[config.mk]
export PLATFORM = sky130hd
export DESIGN_NAME = apb_master_ctrl_flat
export DESIGN_NICKNAME = d
export VERILOG_FILES = /design/src/rtl/apb_master_ctrl_if.sv /design/src/rtl/apb_master_ctrl.sv /design/src/flat_wrapper.sv
export SDC_FILE = /design/constraint.sdc
export NUM_CORES = 1
export LEC_CHECK = 0
export ABC_AREA = 1
export BUFFER_PORTS_ARGS = -buffer_cell sky130_fd_sc_hd__buf_2
export CORE_MARGIN = 8
export CORE_UTILIZATION = 47
export CTS_CLUSTER_DIAMETER = 50
export DETAILED_ROUTE_END_ITERATION = 7
export PLACE_DENSITY = 0.87
export SETUP_SLACK_MARGIN = 0.02
export SYNTH_ARGS = -nofsm -noshare
export SYNTH_HDL_FRONTEND = slang
export SYNTH_SLANG_ARGS = --single-unit
[constraint.sdc]
create_clock -name PCLK -period 1.9 [get_ports PCLK]
set_clock_uncertainty 0.15 [all_clocks]
set_input_delay 0.19 -clock PCLK [delete_from_list [all_inputs] [get_ports PCLK]]
set_output_delay 0.19 -clock PCLK [all_outputs]
set_load 0.1 [all_outputs]
[src/rtl/apb_master_ctrl_if.sv]
// APB4 bus bundle between one requester and one completer.
interface apb_master_ctrl_if #(
  parameter int ADDR_WIDTH = 32,
  parameter int DATA_WIDTH = 32
);
  logic                    PSEL;
  logic                    PENABLE;
  logic                    PWRITE;
  logic [ADDR_WIDTH-1:0]   PADDR;
  logic [DATA_WIDTH-1:0]   PWDATA;
  logic [DATA_WIDTH/8-1:0] PSTRB;
  logic                    PREADY;
  logic                    PSLVERR;
  logic [DATA_WIDTH-1:0]   PRDATA;

  modport master (
    output PSEL, PENABLE, PWRITE, PADDR, PWDATA, PSTRB,
    input  PREADY, PSLVERR, PRDATA
  );

  modport slave (
    input  PSEL, PENABLE, PWRITE, PADDR, PWDATA, PSTRB,
    output PREADY, PSLVERR, PRDATA
  );
endinterface

[src/rtl/apb_master_ctrl.sv]
// APB4 requester: one command at a time from a valid/ready port, response held until consumed,
// optional wait-state timeout so a hung completer cannot stall the requester forever.
module apb_master_ctrl #(
  parameter int ADDR_WIDTH     = 32,
  parameter int DATA_WIDTH     = 32,
  parameter int TIMEOUT_CYCLES = 16
) (
  input  logic                    PCLK,
  input  logic                    PRESETn,
  // Handshakes: a command moves when cmd_valid && cmd_ready at PCLK rise, a response is consumed
  // when rsp_valid && rsp_ready at PCLK rise; rsp_* stay stable while rsp_valid && !rsp_ready.
  input  logic                    cmd_valid,
  output logic                    cmd_ready,
  input  logic                    cmd_write,
  input  logic [ADDR_WIDTH-1:0]   cmd_addr,
  input  logic [DATA_WIDTH-1:0]   cmd_wdata,
  input  logic [DATA_WIDTH/8-1:0] cmd_strb,
  output logic                    rsp_valid,
  input  logic                    rsp_ready,
  output logic [DATA_WIDTH-1:0]   rsp_rdata,
  output logic                    rsp_err,
  output logic                    rsp_timeout,
  output logic [1:0]              dbg_state,
  apb_master_ctrl_if.master       apb
);
  localparam int CNT_WIDTH = (TIMEOUT_CYCLES > 0) ? $clog2(TIMEOUT_CYCLES + 1) : 1;
  localparam logic [CNT_WIDTH-1:0] CNT_MAX   = '1;
  localparam logic [CNT_WIDTH-1:0] CNT_LIMIT = CNT_WIDTH'(TIMEOUT_CYCLES);

  typedef enum logic [1:0] {
    IDLE   = 2'd0,
    SETUP  = 2'd1,
    ACCESS = 2'd2
  } state_t;

  state_t               state;
  logic [CNT_WIDTH-1:0] wait_cnt;
  logic [CNT_WIDTH-1:0] wait_next;
  logic                 timeout_hit;

  // Saturating so a disabled timeout never lets the counter wrap.
  assign wait_next   = (wait_cnt == CNT_MAX) ? wait_cnt : wait_cnt + 1'b1;
  assign timeout_hit = (TIMEOUT_CYCLES != 0) && (wait_next == CNT_LIMIT);
  assign cmd_ready   = (state == IDLE) && !rsp_valid;
  assign dbg_state   = state;

  always_ff @(posedge PCLK or negedge PRESETn) begin
    if (!PRESETn) begin
      state       <= IDLE;
      wait_cnt    <= '0;
      apb.PSEL    <= 1'b0;
      apb.PENABLE <= 1'b0;
      apb.PWRITE  <= 1'b0;
      apb.PADDR   <= '0;
      apb.PWDATA  <= '0;
      apb.PSTRB   <= '0;
      rsp_valid   <= 1'b0;
      rsp_rdata   <= '0;
      rsp_err     <= 1'b0;
      rsp_timeout <= 1'b0;
    end else begin
      if (rsp_valid && rsp_ready) begin
        rsp_valid   <= 1'b0;
        rsp_rdata   <= '0;
        rsp_err     <= 1'b0;
        rsp_timeout <= 1'b0;
      end
      case (state)
        IDLE: begin
          if (cmd_valid && cmd_ready) begin
            state       <= SETUP;
            wait_cnt    <= '0;
            apb.PSEL    <= 1'b1;
            apb.PENABLE <= 1'b0;
            apb.PADDR   <= cmd_addr;
            apb.PWRITE  <= cmd_write;
            // Reads keep the previous write data on PWDATA to avoid needless toggling.
            apb.PSTRB   <= cmd_write ? cmd_strb : '0;
            if (cmd_write) apb.PWDATA <= cmd_wdata;
          end
        end
        SETUP: begin
          state       <= ACCESS;
          apb.PENABLE <= 1'b1;
        end
        ACCESS: begin
          if (apb.PREADY) begin
            state       <= IDLE;
            apb.PSEL    <= 1'b0;
            apb.PENABLE <= 1'b0;
            rsp_valid   <= 1'b1;
            rsp_rdata   <= apb.PWRITE ? '0 : apb.PRDATA;
            rsp_err     <= apb.PSLVERR;
            rsp_timeout <= 1'b0;
          end else if (timeout_hit) begin
            state       <= IDLE;
            wait_cnt    <= wait_next;
            apb.PSEL    <= 1'b0;
            apb.PENABLE <= 1'b0;
            rsp_valid   <= 1'b1;
            rsp_rdata   <= '0;
            rsp_err     <= 1'b1;
            rsp_timeout <= 1'b1;
          end else begin
            wait_cnt <= wait_next;
          end
        end
        default: state <= IDLE;
      endcase
    end
  end
endmodule

[src/flat_wrapper.sv]
// flat-port wrapper written by rule: the top's interface ports become plain ports
module apb_master_ctrl_flat 
#(
  parameter int ADDR_WIDTH     = 32,
  parameter int DATA_WIDTH     = 32,
  parameter int TIMEOUT_CYCLES = 16
)
  (PCLK, PRESETn, cmd_valid, cmd_ready, cmd_write, cmd_addr, cmd_wdata, cmd_strb, rsp_valid, rsp_ready, rsp_rdata, rsp_err, rsp_timeout, dbg_state, apb_PSEL, apb_PENABLE, apb_PWRITE, apb_PADDR, apb_PWDATA, apb_PSTRB, apb_PREADY, apb_PSLVERR, apb_PRDATA);
  apb_master_ctrl_if #(.ADDR_WIDTH(ADDR_WIDTH), .DATA_WIDTH(DATA_WIDTH)) apb_i ();
  input  logic PCLK;
  input  logic PRESETn;
  input  logic cmd_valid;
  output logic cmd_ready;
  input  logic cmd_write;
  input  logic [ADDR_WIDTH-1:0] cmd_addr;
  input  logic [DATA_WIDTH-1:0] cmd_wdata;
  input  logic [DATA_WIDTH/8-1:0] cmd_strb;
  output logic rsp_valid;
  input  logic rsp_ready;
  output logic [DATA_WIDTH-1:0] rsp_rdata;
  output logic rsp_err;
  output logic rsp_timeout;
  output logic [1:0] dbg_state;
  output wire logic [$bits(apb_i.PSEL)-1:0] apb_PSEL;
  output wire logic [$bits(apb_i.PENABLE)-1:0] apb_PENABLE;
  output wire logic [$bits(apb_i.PWRITE)-1:0] apb_PWRITE;
  output wire logic [$bits(apb_i.PADDR)-1:0] apb_PADDR;
  output wire logic [$bits(apb_i.PWDATA)-1:0] apb_PWDATA;
  output wire logic [$bits(apb_i.PSTRB)-1:0] apb_PSTRB;
  input wire logic [$bits(apb_i.PREADY)-1:0] apb_PREADY;
  input wire logic [$bits(apb_i.PSLVERR)-1:0] apb_PSLVERR;
  input wire logic [$bits(apb_i.PRDATA)-1:0] apb_PRDATA;
  assign apb_PSEL = apb_i.PSEL;
  assign apb_PENABLE = apb_i.PENABLE;
  assign apb_PWRITE = apb_i.PWRITE;
  assign apb_PADDR = apb_i.PADDR;
  assign apb_PWDATA = apb_i.PWDATA;
  assign apb_PSTRB = apb_i.PSTRB;
  assign apb_i.PREADY = apb_PREADY;
  assign apb_i.PSLVERR = apb_PSLVERR;
  assign apb_i.PRDATA = apb_PRDATA;
  apb_master_ctrl #(.ADDR_WIDTH(ADDR_WIDTH), .DATA_WIDTH(DATA_WIDTH), .TIMEOUT_CYCLES(TIMEOUT_CYCLES)) u_core (.PCLK(PCLK), .PRESETn(PRESETn), .cmd_valid(cmd_valid), .cmd_ready(cmd_ready), .cmd_write(cmd_write), .cmd_addr(cmd_addr), .cmd_wdata(cmd_wdata), .cmd_strb(cmd_strb), .rsp_valid(rsp_valid), .rsp_ready(rsp_ready), .rsp_rdata(rsp_rdata), .rsp_err(rsp_err), .rsp_timeout(rsp_timeout), .dbg_state(dbg_state), .apb(apb_i));
endmodule
==> out/results.ini, run 1 <==
[setup_path]
crit_path_end_kind=flop
cp.required_ps=2180
worstReg2RegEnd=u_core.rsp_err
critical_path_arrival_ps=2120
cp-endpoint=u_core.rsp_err
crit-reg2reg-launch=u_core.dbg_state[1]
cp-start-kind=flop
critPathKind=flop to flop
crit_start=u_core.dbg_state[1]
r2r_cells=8
rrSetupSlack_ps=60
worstPathMaxFanout=3

[clocking]
clk_pin_slew_ps=50
numCtsBuffers=17
cts_sinks=113
cts_tree=done
clockRootBuffer=clkbuf_8
clk_latency_ps=500
htreeDepth=4
cts_buffer_depth=2

[yosys]
yosys_warnings=0
muxShareOfSynthArea_pct=0
synth_top_area_cell=dfrtp_1
yosysMostFrequentCell=nand2_1
yosysTopAreaCellShare_pct=59.7
synth_top_family_by_area=simple AND/OR/NAND/NOR gates
seq_area_frac_synth_pct=59.7
netlist_top_cells_count=nand2_1 (315), dfrtp_1 (113), nand3b_1 (32)
synthAdderAreaFrac_pct=0.264
synth_cell_types=28
synth_edf_count=0
synth_compound_area_share_pct=1.98
async_reset_ff_share_pct=100
synth-seq-cells=113
synth_simple_gate_area_share_pct=33.4
syn_inst=536
syn_avg_cell_area_sq_um=8.83
netlist_area_sq_um=4730
ys_top_cells_by_area=dfrtp_1 (60%), nand2_1 (25%), nand3b_1 (5.1%)
synth-xor-area-share_pct=0
synth_nets=644
ys.flop_type=dfrtp_1

[floorplanning]
fp.dieW_um=116
core_area_sq_um=9770
chipHeight_um=116
die-area_sq_um=13500
top_level_ports=216
rows=36
initial_utilization_pct=48.4

[sta]
finalCritPeriodShare_pct=96.9
rsz0062_at_grt=yes
setup-violations-final=0
min_period_ps=1840
hold_violations=0
tightestPinTransition_ps=637
max_freq_mhz=543
slew_violations=0
slew_headroom_pct=57.5

[placed_design]
placed_area_sq_um=5970
dp_hpwl_um=10400
io_buffers=215
gp_congestion=0.836

[route]
vias=5255
firstDrtPassIters=6
wl_um=18000
viasPerCell=5.15
drt-initial-drc-count=573
antenna_left=0
wl_per_cell_um=17.6
route.detailed.drc=0

[cells_and_area]
fin_nets=983
finalInstanceArea_sq_um=7710
fill_cells=530
areaGrowthSynthToFinish_pct=62.9
drive_gt1_share_pct=31.8

[global_routing]
grt_max_degree=114
gr-usage-all-layers_pct=26.9
grt_overflow=0
grt_pass1_vias=5575
antenna_found_initial=0
grt_pass1_wl_um=27900

[status]
status=finished clean

[worst_hold_path]
hold_path_class=input port to async pin

[job]
max_cap_violations=0

area by class of cell:
class	instances	area (sq um)	share of cell area [%]
flip-flops and latches	113	2840	36.8
diodes	2	5.00	0.0649
repair buffers	344	2380	30.8
multi-input cells	382	1720	22.2
well taps	133	166	2.16
inverters	16	70.1	0.908
clock buffers	24	480	6.23
clock inverters	6	57.6	0.746
repair inverters	1	5.00	0.0649
layout by cell type (no fill, tap or decap), drive strengths merged, types with 3 or more instances in the layout:
cell / count
nand3b: 32
dlymetal6s4s: 4
clkinv: 6
inv: 15
a21oi: 3
a22o: 5
nor2: 7
buf: 233
nand3: 9
dlygate4sd3: 107
nand2: 317
dfrtp: 113
o22ai: 3
clkbuf: 24
worst min path at each step:
stage	start	to	slack (ps)
finish	PRESETn	u_core.rsp_rdata[23]	140
global route	PRESETn	u_core.rsp_rdata[23]	220
CTS	PRESETn	u_core.rsp_rdata[23]	180
detailed placement	PRESETn	u_core.rsp_rdata[23]	170
global placement	PRESETn	u_core.rsp_rdata[30]	160
floorplan	PRESETn	u_core.apb.PADDR[0]	-260
flip-flops by register name, summed over array words and instances (netlist names):
signal / count
u_core.apb.PWDATA: 32
u_core.rsp_valid: 1
u_core.wait_cnt: 5
u_core.dbg_state: 2
u_core.apb.PSTRB: 4
u_core.rsp_rdata: 32
u_core.rsp_err: 1
u_core.apb.PENABLE: 1
u_core.apb.PWRITE: 1
u_core.apb.PSEL: 1
u_core.apb.PADDR: 32
u_core.rsp_timeout: 1
cells by family (layout without fill, tap and decap cells):
| group | after synthesis | after routing |
|---|---|---|
| AO/OA/AOI/OAI | 13 | 13 |
| other | 0 | 2 |
| buffers and inverters | 41 | 391 |
| flip-flops | 113 | 113 |
| AND/OR/NAND/NOR | 368 | 368 |
| adder cells (fa/ha/maj) | 1 | 1 |
critical path: stages (launching register included):
cell,delay (ps)
dfrtp_4,420
buf_4,120
inv_2,50
nor2_4,140
inv_2,80
nor2_4,120
nand2_1,60
dlygate4sd3_1,560
nand3_1,80
per-layer routing:
metal | global-route usage (%) | up-vias | wire length (um)
met5 | 0 | - | 0
li1 | - | 2347 | -
met3 | 9.51 | 45 | 1940
met1 | 29.2 | 2496 | 6530
met2 | 46.4 | 367 | 9050
met4 | 12.2 | 0 | 477
through the flow:
stage	util (%)	hold slack [ps]	std cells	setup slack, ps	TNS, ps
global route	78.9	215	1019	-9.55	-9.55
floorplan	-	-256	536	-549	-38670
finish	78.9	136	1021	58.7	0
CTS	78.3	185	1013	34.3	0
global placement	61.0	161	869	162	0
detailed placement	61.0	172	869	12.9	0
repair_timing:
item / 4_1_cts / 5_1_grt
setup buffers: 2 / 6
pin swaps: 1 / 2
gates cloned: 0 / 1
hold buffers: 112 / 0
resized for setup: 3 / 6
setup endpoints to repair: 6 / 42
hold endpoints to repair: 220 / 0
Power of run 1 is left out: the tool's default activity adds up to more than one toggle a clock period on the data nets, which glitch-free logic cannot reach.
==> inputs of run 2 (changes only) <==
CORE_UTILIZATION = 42   (was 47)
PLACE_DENSITY = 0.83   (was 0.87)
clock period = 1.5 ns   (was 1.9 ns; I/O delays follow)
==> out/results.ini, run 2 (synthesis gave the netlist of run 1 again) <==
[floorplanning]
rows=38
initial_utilization_pct=43.3
core_area_sq_um=10900
top_level_ports=216
chipHeight_um=122
fp.dieW_um=122
die-area_sq_um=14900

[sta]
setup-violations-final=115
max_freq_mhz=564
slew_headroom_pct=76.7
hold_violations=0
slew_violations=0
min_period_ps=1770
rsz0062_at_grt=yes
fin_ws_ps=-274
tightestPinTransition_ps=350
fin_setup_tns_ps=-22090
finalCritPeriodShare_pct=118

[route]
viasPerCell=5.45
wl_per_cell_um=22.7
drt-initial-drc-count=636
route.detailed.drc=0
firstDrtPassIters=5
wl_um=24200
vias=5819
antenna_left=0

[cells_and_area]
largest_registers=u_core.apb.PADDR x32, u_core.apb.PWDATA x32, u_core.rsp_rdata x32
areaGrowthSynthToFinish_pct=102
finalInstanceArea_sq_um=9560
drive_gt1_share_pct=51.8
final_cell_mix=nand2_1 (177), buf_4 (120), dfrtp_1 (110)
final_common_cell=nand2_1
fin_nets=1020

[clocking]
clk_latency_ps=400
clockRootBuffer=clkbuf_16
htreeDepth=4
cts_sinks=113
numCtsBuffers=17
cts_buffer_depth=2
clk_pin_slew_ps=60
cts_tree=done

[placed_design]
dp_hpwl_um=10300
placed_area_sq_um=6270
io_buffers=215
gp_congestion=0.801

[global_routing]
grt_pass1_vias=5703
grt_overflow=0
grt_pass1_wl_um=29900
gr-usage-all-layers_pct=25.5
antenna_found_initial=1
grt_max_degree=48

[setup_path]
crit-reg2reg-launch=u_core.wait_cnt[0]
cp.required_ps=1630
critical_path_arrival_ps=1910
r2r_cells=9
worstPathMaxFanout=17
rrSetupSlack_ps=-270
crit_path_end_kind=flop
critPathKind=flop to flop
crit_start=u_core.wait_cnt[0]
cp-start-kind=flop
cp-endpoint=u_core.rsp_rdata[2]
worstReg2RegEnd=u_core.rsp_rdata[2]

[status]
status=finished, violations left
violations=setup timing

[worst_hold_path]
hold_path_class=input port to async pin

[job]
max_cap_violations=0

## run 2: how the worst min path moves through the flow
stage	startpoint	to
final	PRESETn	u_core.rsp_rdata[31]
after floorplan	PRESETn	u_core.apb.PADDR[0]
after detailed placement	PRESETn	u_core.rsp_rdata[31]
after CTS	cmd_write	u_core.apb.PWDATA[1]
after global routing	PRESETn	u_core.rsp_rdata[27]
after global placement	PRESETn	u_core.rsp_rdata[31]
## run 2: layout make-up
cell class	count	area [sq um]
repair buffers	377	3360
flip-flops and latches	113	2840
multi-input cells	383	2450
fillers	469	1380
clock buffers	19	453
well taps	140	175
clock inverters	13	126
inverters	16	104
repair inverters	4	52.6
diodes	2	5.00
## run 2: timing repair
item                                   in CTS  in global routing
pin swaps                                   2                 80
cloned                                      2                 19
setup endpoints to repair                 218                117
gates resized for setup                   127                231
hold buffers                              103                  0
endpoints found under the hold margin     215                  0
setup buffers                               8                 10
## run 2: per-layer routing
metal | track usage [%] | up-vias | wire length, um
met5 | 0 | - | 0
met4 | 10.9 | 0 | 1180
met3 | 10.4 | 106 | 2690
met2 | 43.1 | 461 | 12200
met1 | 27.8 | 2823 | 8210
li1 | - | 2429 | -
## run 2: worst max-delay path: stages, from the launching register on
cell,delay [ps]
dfrtp_1,400
ha_4,180
nand3_1,90
nand2_1,90
inv_2,60
nor2_4,140
nand4_4,180
buf_12,200
nand3b_1,90
nand2_1,70
## run 2: stage by stage
step	utilization (%)	std cells	hold slack (ps)	worst slack, ps
2_1_floorplan	-	536	-296	-949
3_3_place_gp	57.4	896	-69.7	-131
3_5_place_dp	57.4	896	-69.8	-183
4_1_cts	76.4	1040	28.3	-202
5_1_grt	87.4	1066	75.7	-366
6_report	87.4	1067	50.6	-274
Power of run 2 is left out for the same reason.
